File: config.mk
export PLATFORM = sky130hd
export DESIGN_NAME = mem_ctrl
export DESIGN_NICKNAME = d
export VERILOG_FILES = /design/src/rtl/mem_ctrl.sv
export SDC_FILE = /design/constraint.sdc
export NUM_CORES = 1
export LEC_CHECK = 0
export CORE_ASPECT_RATIO = 1.4
export CORE_MARGIN = 2
export CORE_UTILIZATION = 45
export CTS_CLUSTER_DIAMETER = 80
export DETAILED_ROUTE_END_ITERATION = 6
export GPL_TIMING_DRIVEN = 1
export PLACE_DENSITY = 0.92
export SLEW_MARGIN = 10
export SYNTH_ARGS = -nofsm -noshare
export SYNTH_HDL_FRONTEND = slang
export SYNTH_SLANG_ARGS = --single-unit
File: constraint.sdc
create_clock -name clk -period 2.4 [get_ports clk]
set_input_delay 0.24 -clock clk [delete_from_list [all_inputs] [get_ports clk]]
set_output_delay 0.24 -clock clk [all_outputs]
set_load 0.01 [all_outputs]
File: src/rtl/mem_ctrl.sv
`timescale 1ns/1ps
// mem_ctrl -- CPU load/store front end for a single-port synchronous SRAM.
//
// Accepts one CPU request at a time. Each request is either faulted
// immediately or issued to the SRAM as one word-wide access with byte-lane
// enables. Load data is lane-selected and extended, then held on 'out'
// until the next successful load.
//
// Ports
//   clk         sole clock, rising edge
//   rst         asynchronous reset, active low
//   rd, we      CPU load / store request (only seen while idle)
//   addr        CPU byte address
//   data        CPU store data, right-aligned
//   size        00 byte, 01 half, 10 word, 11 illegal
//   sign        load extension: 0 sign-extend, 1 zero-extend
//   out         formatted load result (held)
//   error       access fault, meaningful while ready=1
//   ready       one-cycle completion pulse
//   sram_en     SRAM access strobe
//   sram_we     SRAM write strobe (only with sram_en)
//   sram_addr   SRAM word address
//   sram_be     SRAM byte-lane enables
//   sram_wdata  lane-replicated store data
//   sram_rdata  SRAM read data, valid LATENCY cycles after sram_en

module mem_ctrl #(
  parameter int unsigned LATENCY = 2
) (
  input  logic        clk,
  input  logic        rst,
  input  logic        rd,
  input  logic        we,
  input  logic [31:0] addr,
  input  logic [31:0] data,
  input  logic [1:0]  size,
  input  logic        sign,
  output logic [31:0] out,
  output logic        error,
  output logic        ready,
  output logic        sram_en,
  output logic        sram_we,
  output logic [29:0] sram_addr,
  output logic [3:0]  sram_be,
  output logic [31:0] sram_wdata,
  input  logic [31:0] sram_rdata
);

  localparam logic [3:0] CNT_INIT = 4'(LATENCY - 1);

  typedef enum logic [1:0] {IDLE, ISSUE, WAIT, RESP} state_t;

  state_t      state;
  state_t      state_next;
  logic [31:0] addr_q;
  logic [31:0] data_q;
  logic [1:0]  size_q;
  logic        sign_q;
  logic        rd_q;
  logic        we_q;
  logic        fault_q;
  logic [3:0]  cnt;
  logic        accept;
  logic        fault_in;
  logic [7:0]  lane_b;
  logic [15:0] lane_h;
  logic [31:0] load_fmt;

  assign accept = (state == IDLE) && (rd || we);

  // Fault decode on the live request; only meaningful in the accept cycle.
  always_comb begin
    fault_in = rd && we;
    case (size)
      2'b01:   if (addr[0]) fault_in = 1'b1;
      2'b10:   if (addr[1:0] != 2'b00) fault_in = 1'b1;
      2'b11:   fault_in = 1'b1;
      default: ;
    endcase
  end

  always_ff @(posedge clk or negedge rst) begin
    if (!rst) state <= IDLE;
    else      state <= state_next;
  end

  // Faults skip the SRAM entirely; stores need no wait phase.
  always_comb begin
    state_next = state;
    case (state)
      IDLE:    if (accept) state_next = fault_in ? RESP : ISSUE;
      ISSUE:   state_next = rd_q ? WAIT : RESP;
      WAIT:    if (cnt == 4'd0) state_next = RESP;
      RESP:    state_next = IDLE;
      default: state_next = IDLE;
    endcase
  end

  // Request capture, latency counter and the held load result.
  always_ff @(posedge clk or negedge rst) begin
    if (!rst) begin
      addr_q  <= 32'd0;
      data_q  <= 32'd0;
      size_q  <= 2'b00;
      sign_q  <= 1'b0;
      rd_q    <= 1'b0;
      we_q    <= 1'b0;
      fault_q <= 1'b0;
      cnt     <= 4'd0;
      out     <= 32'd0;
    end else begin
      if (accept) begin
        addr_q  <= addr;
        data_q  <= data;
        size_q  <= size;
        sign_q  <= sign;
        rd_q    <= rd;
        we_q    <= we;
        fault_q <= fault_in;
      end
      if (state == ISSUE) cnt <= CNT_INIT;
      else if (state == WAIT && cnt != 4'd0) cnt <= cnt - 4'd1;
      // Last WAIT cycle is exactly when the SRAM presents the read word.
      if (state == WAIT && cnt == 4'd0) out <= load_fmt;
    end
  end

  // Lane select and extension of the returning word.
  always_comb begin
    lane_b = sram_rdata[7:0];
    case (addr_q[1:0])
      2'd1:    lane_b = sram_rdata[15:8];
      2'd2:    lane_b = sram_rdata[23:16];
      2'd3:    lane_b = sram_rdata[31:24];
      default: ;
    endcase
    lane_h = addr_q[1] ? sram_rdata[31:16] : sram_rdata[15:0];
    case (size_q)
      2'b00:   load_fmt = {{24{~sign_q & lane_b[7]}}, lane_b};
      2'b01:   load_fmt = {{16{~sign_q & lane_h[15]}}, lane_h};
      default: load_fmt = sram_rdata;
    endcase
  end

  // Byte enables only while strobing; store data replicated to every lane
  // so the SRAM picks the right bytes via sram_be alone.
  always_comb begin
    sram_be = 4'b0000;
    if (state == ISSUE) begin
      case (size_q)
        2'b00:   sram_be = 4'b0001 << addr_q[1:0];
        2'b01:   sram_be = addr_q[1] ? 4'b1100 : 4'b0011;
        2'b10:   sram_be = 4'b1111;
        default: sram_be = 4'b0000;
      endcase
    end
    case (size_q)
      2'b00:   sram_wdata = {4{data_q[7:0]}};
      2'b01:   sram_wdata = {2{data_q[15:0]}};
      default: sram_wdata = data_q;
    endcase
  end

  assign sram_en   = (state == ISSUE);
  assign sram_we   = (state == ISSUE) && we_q;
  assign sram_addr = addr_q[31:2];
  assign ready     = (state == RESP);
  assign error     = (state == RESP) && fault_q;

endmodule

==> results.cfg, run 1 <==
[run_status]
status = complete, but fails checks
violations = design-rule violations

[die]
die_w_um = 98.1
die-area_um2 = 13300
start_util = 0.458
die_h_um = 136
io_pins = 205
row_count = 48
core-area_um2 = 12200

[yosys]
ys_top_cells_by_area = dfrtp_1 48%, mux2_2 18%, buf_4 5.4%
syn_area_per_cell_um2 = 11.6
syn_nets = 594
syn_area_um2 = 5580
yosysSeqAreaShare = 0.484
yosysTopAreaCell = dfrtp_1
synth_flop_cell = dfrtp_1
syn_inst = 482
synthTopCellsByCount = 108 x dfrtp_1, 88 x mux2_2, 40 x buf_4, 30 x nand2_1, 30 x o21ai_0
synth_top_area_share = 0.484
ys_ff_latch = 108
ys_types = 47
yosysWarnings = 0
synth_edf_count = 0
synthArstFlopShare = 1.00
synth.most_common_cell = dfrtp_1

[routing]
first_pass_iters = 7
drc = 3
wl_per_cell_um = 19.2
via_count = 4560
detail-route-antenna-nets = 0
drt-initial-drc-count = 304
routed_wl_um = 15400
via_per_inst = 5.69

[timing]
drv_slew = 0
setup_ws_ps = 117
post-route-period-util = 0.951
final.setup.tns_ps = 0
fin_crit_ps = 2280
hold_viol = 0
slew_headroom = 0.592
finClkSkew_ps = 15.7
tightest_slew_ps = 610
rsz0062_at_grt = false
worst_hold_slack_ps = 408
clock.fmax_ghz = 0.438
setup_viol = 0

[final_layout]
drive_gt1_frac = 0.220
final_cell_count_no_fill = 801
diodes = 0
nets = 758
syn2layout_area_growth_pct = 40.4

[grt]
overflow = 0
antenna_found_initial = 0
grt_pass1_wl_um = 24900
grt_pass1_vias = 4806
gr-usage-all-layers = 0.236
grt_max_degree = 68

[pwr]
powerDensity_nw_per_um2 = 1420
p_clk_frac = 0.126
switchingPower_uw = 4110
p_int_uw = 7010
p_seq_frac = 0.315
p_leak_uw = 0.00321
vdd_drop_max_mv = 0.631
power_switching_share = 0.370
combPwrFrac = 0.559

[setup_path]
r2r_slack_ps = 300
startpoint_type = register
reg2regPathDepth = 7
cp_data_required_time_ps = 2160
endpoint_kind = output pin
cp.arrival_ps = 2040
worstPathMaxFanout = 16
endpoint = sram_wdata[11]
regToRegStartpoint = state[0]
critPathLaunch = size_q[1]
critical_path_class = register to output pin
worst_r2r_endpoint = out[18]

[placement]
dp_cells = 782
place_worst_setup_slack_ps = 272
portBuffers = 204
dp_hpwl_um = 11600
gp_congestion = 0.974

[clock_network]
clock_sinks = 108
htree_levels = 3
clk_latency_ps = 350
cts_tree = done
numCtsBuffers = 9
cts_buffer_depth = 2
clk_pin_slew_ps = 70
root_buffer = clkbuf_16

[hold_path]
hp-class = input pin to async pin

[run]
maxCapViolCount = 0
## critical path: stages (launching register included)
cell and delay, ps:
dfrtp_4 580, nor2_4 140, buf_12 140, mux2_2 340, clkdlybuf4s50_1 500
## layout by cell type, fill, tap and decap left out, types with 9 or more instances in the layout
| cell type | n |
|---|---|
| clkdlybuf4s50_1 | 202 |
| dfrtp_1 | 107 |
| mux2_2 | 88 |
| nand2_1 | 30 |
| o21ai_0 | 29 |
| a21oi_1 | 28 |
| nor2_1 | 16 |
| o211ai_1 | 16 |
| buf_4 | 14 |
| o21ai_2 | 10 |
| mux2i_1 | 9 |
| clkbuf_16 | 9 |
## kinds of logic (layout without fill, tap and decap cells)
family | count (synthesis) | in the layout | synth area share
AND/OR/NAND/NOR | 67 | 67 | 0.0606
multiplexers | 98 | 98 | 0.196
XOR/XNOR | 3 | 3 | 0.00471
flip-flops | 108 | 108 | 0.484
AO/OA/AOI/OAI | 119 | 119 | 0.146
buffers and inverters | 78 | 247 | 0.0879
adder cells (fa/ha/maj) | 9 | 9 | 0.0202
## sequential cells by signal, indices dropped and copies added, names as in the netlist
| name | count |
|---|---|
| fault_q | 1 |
| addr_q | 32 |
| sign_q | 1 |
| state | 2 |
| out | 32 |
| cnt | 4 |
| we_q | 1 |
| size_q | 2 |
| rd_q | 1 |
| data_q | 32 |
## metal layers
layer	track usage	share of wire
met5	0	0
met2	0.400	0.52
met3	0.0588	0.070
met1	0.275	0.36
met4	0.130	0.055
## final cells by class
type,instances,area (um2)
Fill cell,961,4360
Sequential cell,108,2710
Multi-Input combinational cell,296,2400
Timing Repair Buffer,222,2220
Clock buffer,12,246
Tap cell,150,188
Inverter,9,37.5
Clock inverter,4,32.5
## worst min path at each step
| stage | to | slack [ps] |
|---|---|---|
| after detailed placement | addr_q[19] | 260 |
| after CTS | addr_q[19] | 430 |
| after global placement | addr_q[14] | 250 |
| final | addr_q[14] | 410 |
| after global routing | addr_q[14] | 460 |
| after floorplan | addr_q[0] | -60 |
## power groups by stage
stage	combinational (uW)	sequential [uW]	clock (uW)
finish	6210	3500	1400
detailed placement	6140	3520	0
global route	6670	3630	1520
global placement	5920	3440	0
floorplan	3680	3380	0
CTS	6180	3490	1440
## stage by stage
stage | utilization | power (uW) | cell area (um2)
detailed placement | 0.615 | 9650 | 7500
floorplan | - | 7060 | 5580
global route | 0.642 | 11800 | 7830
finish | 0.642 | 11100 | 7830
global placement | 0.615 | 9360 | 7500
CTS | 0.639 | 11100 | 7790
## timing repair
action,4_1_cts,5_1_grt
buffers inserted,0,2
setup endpoints to repair,4,23
hold endpoints to repair,41,0
pin swaps,0,1
gates resized for setup,0,5
hold buffers,1,0
(Power assumes the default switching activity.)
==> run 2, diff against run 1 <==
- CORE_MARGIN: 2 -> 5
- DONT_BUFFER_PORTS: default -> 1
- PLACE_DENSITY: 0.92 -> 0.71
==> run 2 against run 1 <==
Net effect: the flow finishes with violations (negative hold slack); utilization is 17 points lower; non-clock buffer count is 210 lower; maximum frequency is 4.1% higher; via count is 22% lower; combinational power is 43% lower; sequential cell count stayed put; first-iteration DRC count is 29% lower; sequential power is 11% higher; setup slack better by 90 ps; final cell count is 26% lower; critical path type unchanged; largest cell class unchanged.
==> results.cfg, run 2 (synthesis gave the netlist of run 1 again) <==
[timing]
finClkSkew_ps = 11.5
drv_slew = 0
worst_hold_slack_ps = -421
setup_viol = 0
post-route-period-util = 0.914
hold_viol = 108
clock.fmax_ghz = 0.456
slew_headroom = 0.469
fin_crit_ps = 2190
final.setup.tns_ps = 0
rsz0062_at_grt = false
tightest_slew_ps = 794

[clock_network]
clock_sinks = 108
clk_latency_ps = 350
cts_buffer_depth = 2
cts_tree = done
clk_pin_slew_ps = 80
htree_levels = 3
numCtsBuffers = 9
root_buffer = clkbuf_16

[setup_path]
r2r_slack_ps = 320
worstPathMaxFanout = 22
reg2regPathDepth = 7
critical_path_class = register to output pin
cp.arrival_ps = 1950
critPathMaxStageDelay_ps = 650
worst_path_max_delay_cell = dfrtp_2
startpoint_type = register
worst_r2r_endpoint = out[18]
regToRegStartpoint = state[0]
critPathLaunch = size_q[1]
cp_data_required_time_ps = 2160
endpoint_kind = output pin
crit_path_cell_trace = inv_1, o21ai_1, nor2b_1, buf_4

[routing]
drc = 0
routed_wl_um = 13600
via_count = 3559
first_pass_iters = 6
drt-initial-drc-count = 217
via_per_inst = 6.02
wl_per_cell_um = 23.0
detail-route-antenna-nets = 0

[grt]
antenna_found_initial = 0
busiest_layer = met2
grt_pass1_wl_um = 21400
use_met1 = 0.210
grt_pass1_vias = 3752
grt_max_degree = 109
grt_use_met3 = 0.0678
use_met2 = 0.303
gr-usage-all-layers = 0.181
overflow = 0

[pwr]
vdd_drop_max_mv = 0.461
power.total_uw = 9020
p_clk_frac = 0.174
powerDensity_nw_per_um2 = 1560
switchingPower_uw = 3680
p_int_uw = 5350
combPwrFrac = 0.396
p_leak_uw = 0.00240
power_switching_share = 0.408
p_seq_frac = 0.430

[placement]
dp_hpwl_um = 10200
dpl-instance-area_um2 = 5450
dp_cells = 575
portBuffers = 0
gp_congestion = 0.878

[final_layout]
layout_common_cells = 107 x dfrtp_1, 88 x mux2_2, 30 x nand2_1, 29 x o21ai_0, 28 x a21oi_1
drive_gt1_frac = 0.311
top_regs = addr_q (32), data_q (32), out (32)
diodes = 0
syn2layout_area_growth_pct = 3.39
final_cell_count_no_fill = 591
mostFrequentLayoutCell = dfrtp_1
nets = 548
fin_area_um2 = 5770

[die]
io_pins = 205
die-area_um2 = 14800
die_h_um = 142
start_util = 0.455
row_count = 48
core-area_um2 = 12300
die_w_um = 104

[run_status]
status = complete, but fails checks
violations = negative hold slack

[hold_path]
hp-class = input pin to async pin

[run]
maxCapViolCount = 0
[run 2: changes by cell type in the layout (fill, tap and decap cells not counted), sizes merged, moves of 2 or more]
| cell | before | now |
|---|---|---|
| inv | 9 | 11 |
| clkinvlp | 3 | 0 |
| buf | 18 | 12 |
| clkdlybuf4s50 | 202 | 0 |
[run 2: per-layer routing]
metal / share of wire / wire length, um
met5: 0 / 0
met4: 0.021 / 284
met3: 0.090 / 1230
met2: 0.53 / 7210
met1: 0.36 / 4890
[run 2: repair_timing]
item / in CTS / in global routing
endpoints found under the hold margin: 108 / 108
resized for setup: 0 / 0
buffers inserted: 0 / 0
[run 2: critical path: cells and delay by family, from the launching register on]
kind	cells	cell delay, ps
DFF	1	650
and+or+nand+nor	1	230
buffers and inverters	2	330
AOI/OAI and AO/OA	1	400
[run 2: worst max path at each step]
stage,to,slack [ps],depth (start not counted)
after floorplan,out[21],660,8
after global placement,out[17],460,7
after detailed placement,out[18],340,7
after CTS,sram_be[0],170,4
after global routing,sram_be[0],60,4
final,sram_be[0],210,4
[run 2: per-stage QoR]
stage	hold WS (ps)	worst slack, ps	util
6_report	-421	207	0.471
5_1_grt	-444	56.1	0.471
4_1_cts	-434	172	0.471
3_5_place_dp	-53.6	341	0.445
3_3_place_gp	-53.0	458	0.445
2_1_floorplan	-55.6	661	-
[run 2: layout make-up]
type	instances	area [um2]
repair buffers	12	128
multi-input cells	296	2400
clock buffers	11	253
fillers	1137	6480
flip-flops and latches	108	2700
inverters	9	33.8
well taps	150	188
clock inverters	5	65.1
[run 2: power by group through the flow]
stage	clock (uW)	combinational, uW	sequential (uW)
3_5_place_dp	0	3600	3930
5_1_grt	1700	3930	4010
6_report	1570	3570	3880
3_3_place_gp	0	3470	3880
4_1_cts	1610	3610	3900
2_1_floorplan	0	3680	3380
==> run 3, diff against run 2 <==
- ABC_AREA: default -> 1
- CORE_MARGIN: 5 -> 1.5
==> run 3 against run 2 <==
Net effect: the run ends with design-rule violations, negative hold slack left; critical path type unchanged; synthesized cell count rose by 60%; wire length grew 7.8%; worst hold slack improved by 9.4 ps; critical endpoint is now sram_be[3]; maximum frequency increased by 3.0%; global-route usage grew 3.3 points; die area fell by 7.9%; register-to-register slack better by 410 ps; setup slack improved by 65 ps.
==> results.cfg, run 3 <==
[clock_network]
cts_resized = 0
cts_tree = done
numCtsBuffers = 9
holdBufCountCts = 24
cts_setup_buffers = 0
clock_sinks = 108
clk_pin_slew_ps = 70
clk_latency_ps = 340
htree_levels = 3
cts_buffer_depth = 2
root_buffer = clkbuf_16

[setup_path]
reg2regPathDepth = 7
cp_common_cell = inv_2
worst_r2r_endpoint = out[3]
startpoint_type = register
crit_path_cell_trace = inv_2, nand2_1, nor2_4, inv_2, o21ai_1, a31oi_1, nor2_1
endpoint = sram_be[3]
worst_path_max_delay_cell = dfrtp_1
critical_path_class = register to output pin
endpoint_kind = output pin
critPathLaunch = size_q[1]
critPathMaxStageDelay_ps = 440
cp_data_required_time_ps = 2160
regToRegStartpoint = state[0]
cp.arrival_ps = 1890
worstPathMaxFanout = 12
r2r_slack_ps = 730

[yosys]
ys_types = 32
synth_flop_cell = dfrtp_1
yosysTopAreaCell = dfrtp_1
syn_nets = 883
syn_area_um2 = 5800
yosysWarnings = 0
ys_top_cells_by_area = dfrtp_1 47%, nand2_1 20%, inv_1 5.0%
ys_ff_latch = 108
synth_edf_count = 0
syn_inst = 771
synth_top_area_share = 0.466
syn_area_per_cell_um2 = 7.52
synthArstFlopShare = 1.00
synth.most_common_cell = nand2_1
yosysSeqAreaShare = 0.466
synthTopCellsByCount = 315 x nand2_1, 108 x dfrtp_1, 77 x inv_1, 41 x nand3_1, 38 x buf_4

[timing]
setup_viol = 0
worst_hold_slack_ps = -411
finClkSkew_ps = 7.63
post-route-period-util = 0.887
clock.fmax_ghz = 0.470
fin_crit_ps = 2130
slew_headroom = 0.630
tightest_slew_ps = 549
rsz0062_at_grt = false
final.setup.tns_ps = 0
hold_viol = 108
drv_slew = 0

[grt]
gr-usage-all-layers = 0.215
antenna_found_initial = 0
grt_max_degree = 109
grt_pass1_vias = 4591
grt_pass1_wl_um = 22700
overflow = 0

[pwr]
vdd_drop_max_mv = 0.561
p_clk_frac = 0.172
p_seq_frac = 0.418
switchingPower_uw = 4090
p_leak_uw = 0.00329
combPwrFrac = 0.410
powerDensity_nw_per_um2 = 1440
p_int_uw = 4820
power_switching_share = 0.459

[run_status]
violations = design-rule violations, negative hold slack
status = complete, but fails checks

[routing]
via_count = 4632
routed_wl_um = 14700
wl_per_cell_um = 16.3
drc = 13
drt-initial-drc-count = 183
via_per_inst = 5.15
detail-route-antenna-nets = 0
first_pass_iters = 6

[die]
start_util = 0.466
die_h_um = 137
die-area_um2 = 13600
core-area_um2 = 12400
io_pins = 205
row_count = 48
die_w_um = 98.9

[run]
maxCapViolCount = 0

[final_layout]
nets = 857
diodes = 0
mostFrequentLayoutCell = nand2_1
layout_common_cells = 314 x nand2_1, 108 x dfrtp_1, 76 x inv_1, 41 x nand3_1
syn2layout_area_growth_pct = 6.28
top_regs = addr_q (32), data_q (32), out (32)
drive_gt1_frac = 0.0880

[placement]
dp_hpwl_um = 10600
gp_congestion = 0.871
portBuffers = 0

[hold_path]
hp-class = input pin to async pin
-- run 3: changes by cell type in the layout (fill, tap and decap cells not counted), moves of 8 or more --
cell / change
a221oi_1: -8
a222oi_1: -8
a22o_1: -8
dlygate4sd3_1: +25
inv_1: +68
mux2_2: -88
mux2i_1: -9
nand2_1: +284
nand3_1: +39
nor2_1: +12
o211ai_1: -9
o21ai_2: -9
or2_1: +8
or2_2: +22
-- run 3: layout make-up --
class / count / area, um2
clock buffers: 10 / 239
clock inverters: 6 / 68.8
fillers: 1240 / 6270
flip-flops and latches: 108 / 2700
well taps: 150 / 188
multi-input cells: 509 / 2320
repair buffers: 34 / 330
inverters: 83 / 312
-- run 3: cells by family (layout without fill, tap and decap cells) --
| logic type | Yosys count | in the layout | share of synthesized area |
|---|---|---|---|
| simple gates | 424 | 424 | 0.308 |
| buf+inv | 154 | 133 | 0.134 |
| flops | 108 | 108 | 0.466 |
| compound gates | 76 | 76 | 0.0732 |
| fa+ha+maj | 9 | 9 | 0.0194 |
-- run 3: metrics by stage --
stage	instances	total power, uW	worst slack [ps]	util	instance area, um2
floorplan	771	6890	815	-	5800
global placement	859	7310	675	0.451	5600
detailed placement	859	7400	641	0.451	5600
CTS	899	8990	266	0.495	6150
global route	900	9640	106	0.496	6160
finish	900	8900	272	0.496	6160
-- run 3: power by group through the flow --
stage / clock [uW] / combinational, uW / sequential [uW]
2_1_floorplan: 0 / 3610 / 3280
3_3_place_gp: 0 / 3560 / 3750
3_5_place_dp: 0 / 3640 / 3760
4_1_cts: 1570 / 3680 / 3740
5_1_grt: 1630 / 4180 / 3830
6_report: 1530 / 3650 / 3720
-- run 3: per-layer routing --
layer	routed length (um)	vias to the layer above	share of wire	global-route usage
met1	5410	2110	0.37	0.223
met2	7370	211	0.50	0.391
met3	1480	29	0.10	0.0766
li1	-	2282	-	-
met5	0	-	0	0
met4	412	0	0.028	0.0873
-- run 3: how the worst min path moves through the flow --
stage / startpoint / end / slack [ps] / depth (start not counted)
floorplan: rst / addr_q[0] / -60 / 0
global placement: rst / out[11] / -50 / 0
detailed placement: rst / out[11] / -50 / 0
CTS: rst / out[6] / -420 / 0
global route: rst / out[6] / -430 / 0
finish: rst / out[11] / -410 / 0
-- run 3: critical path: cells and delay by family, from the launching register on --
family          cells  cell delay (ps)
compound gates      2              190
buf+inv             2              320
flops               1              440
simple gates        3              600
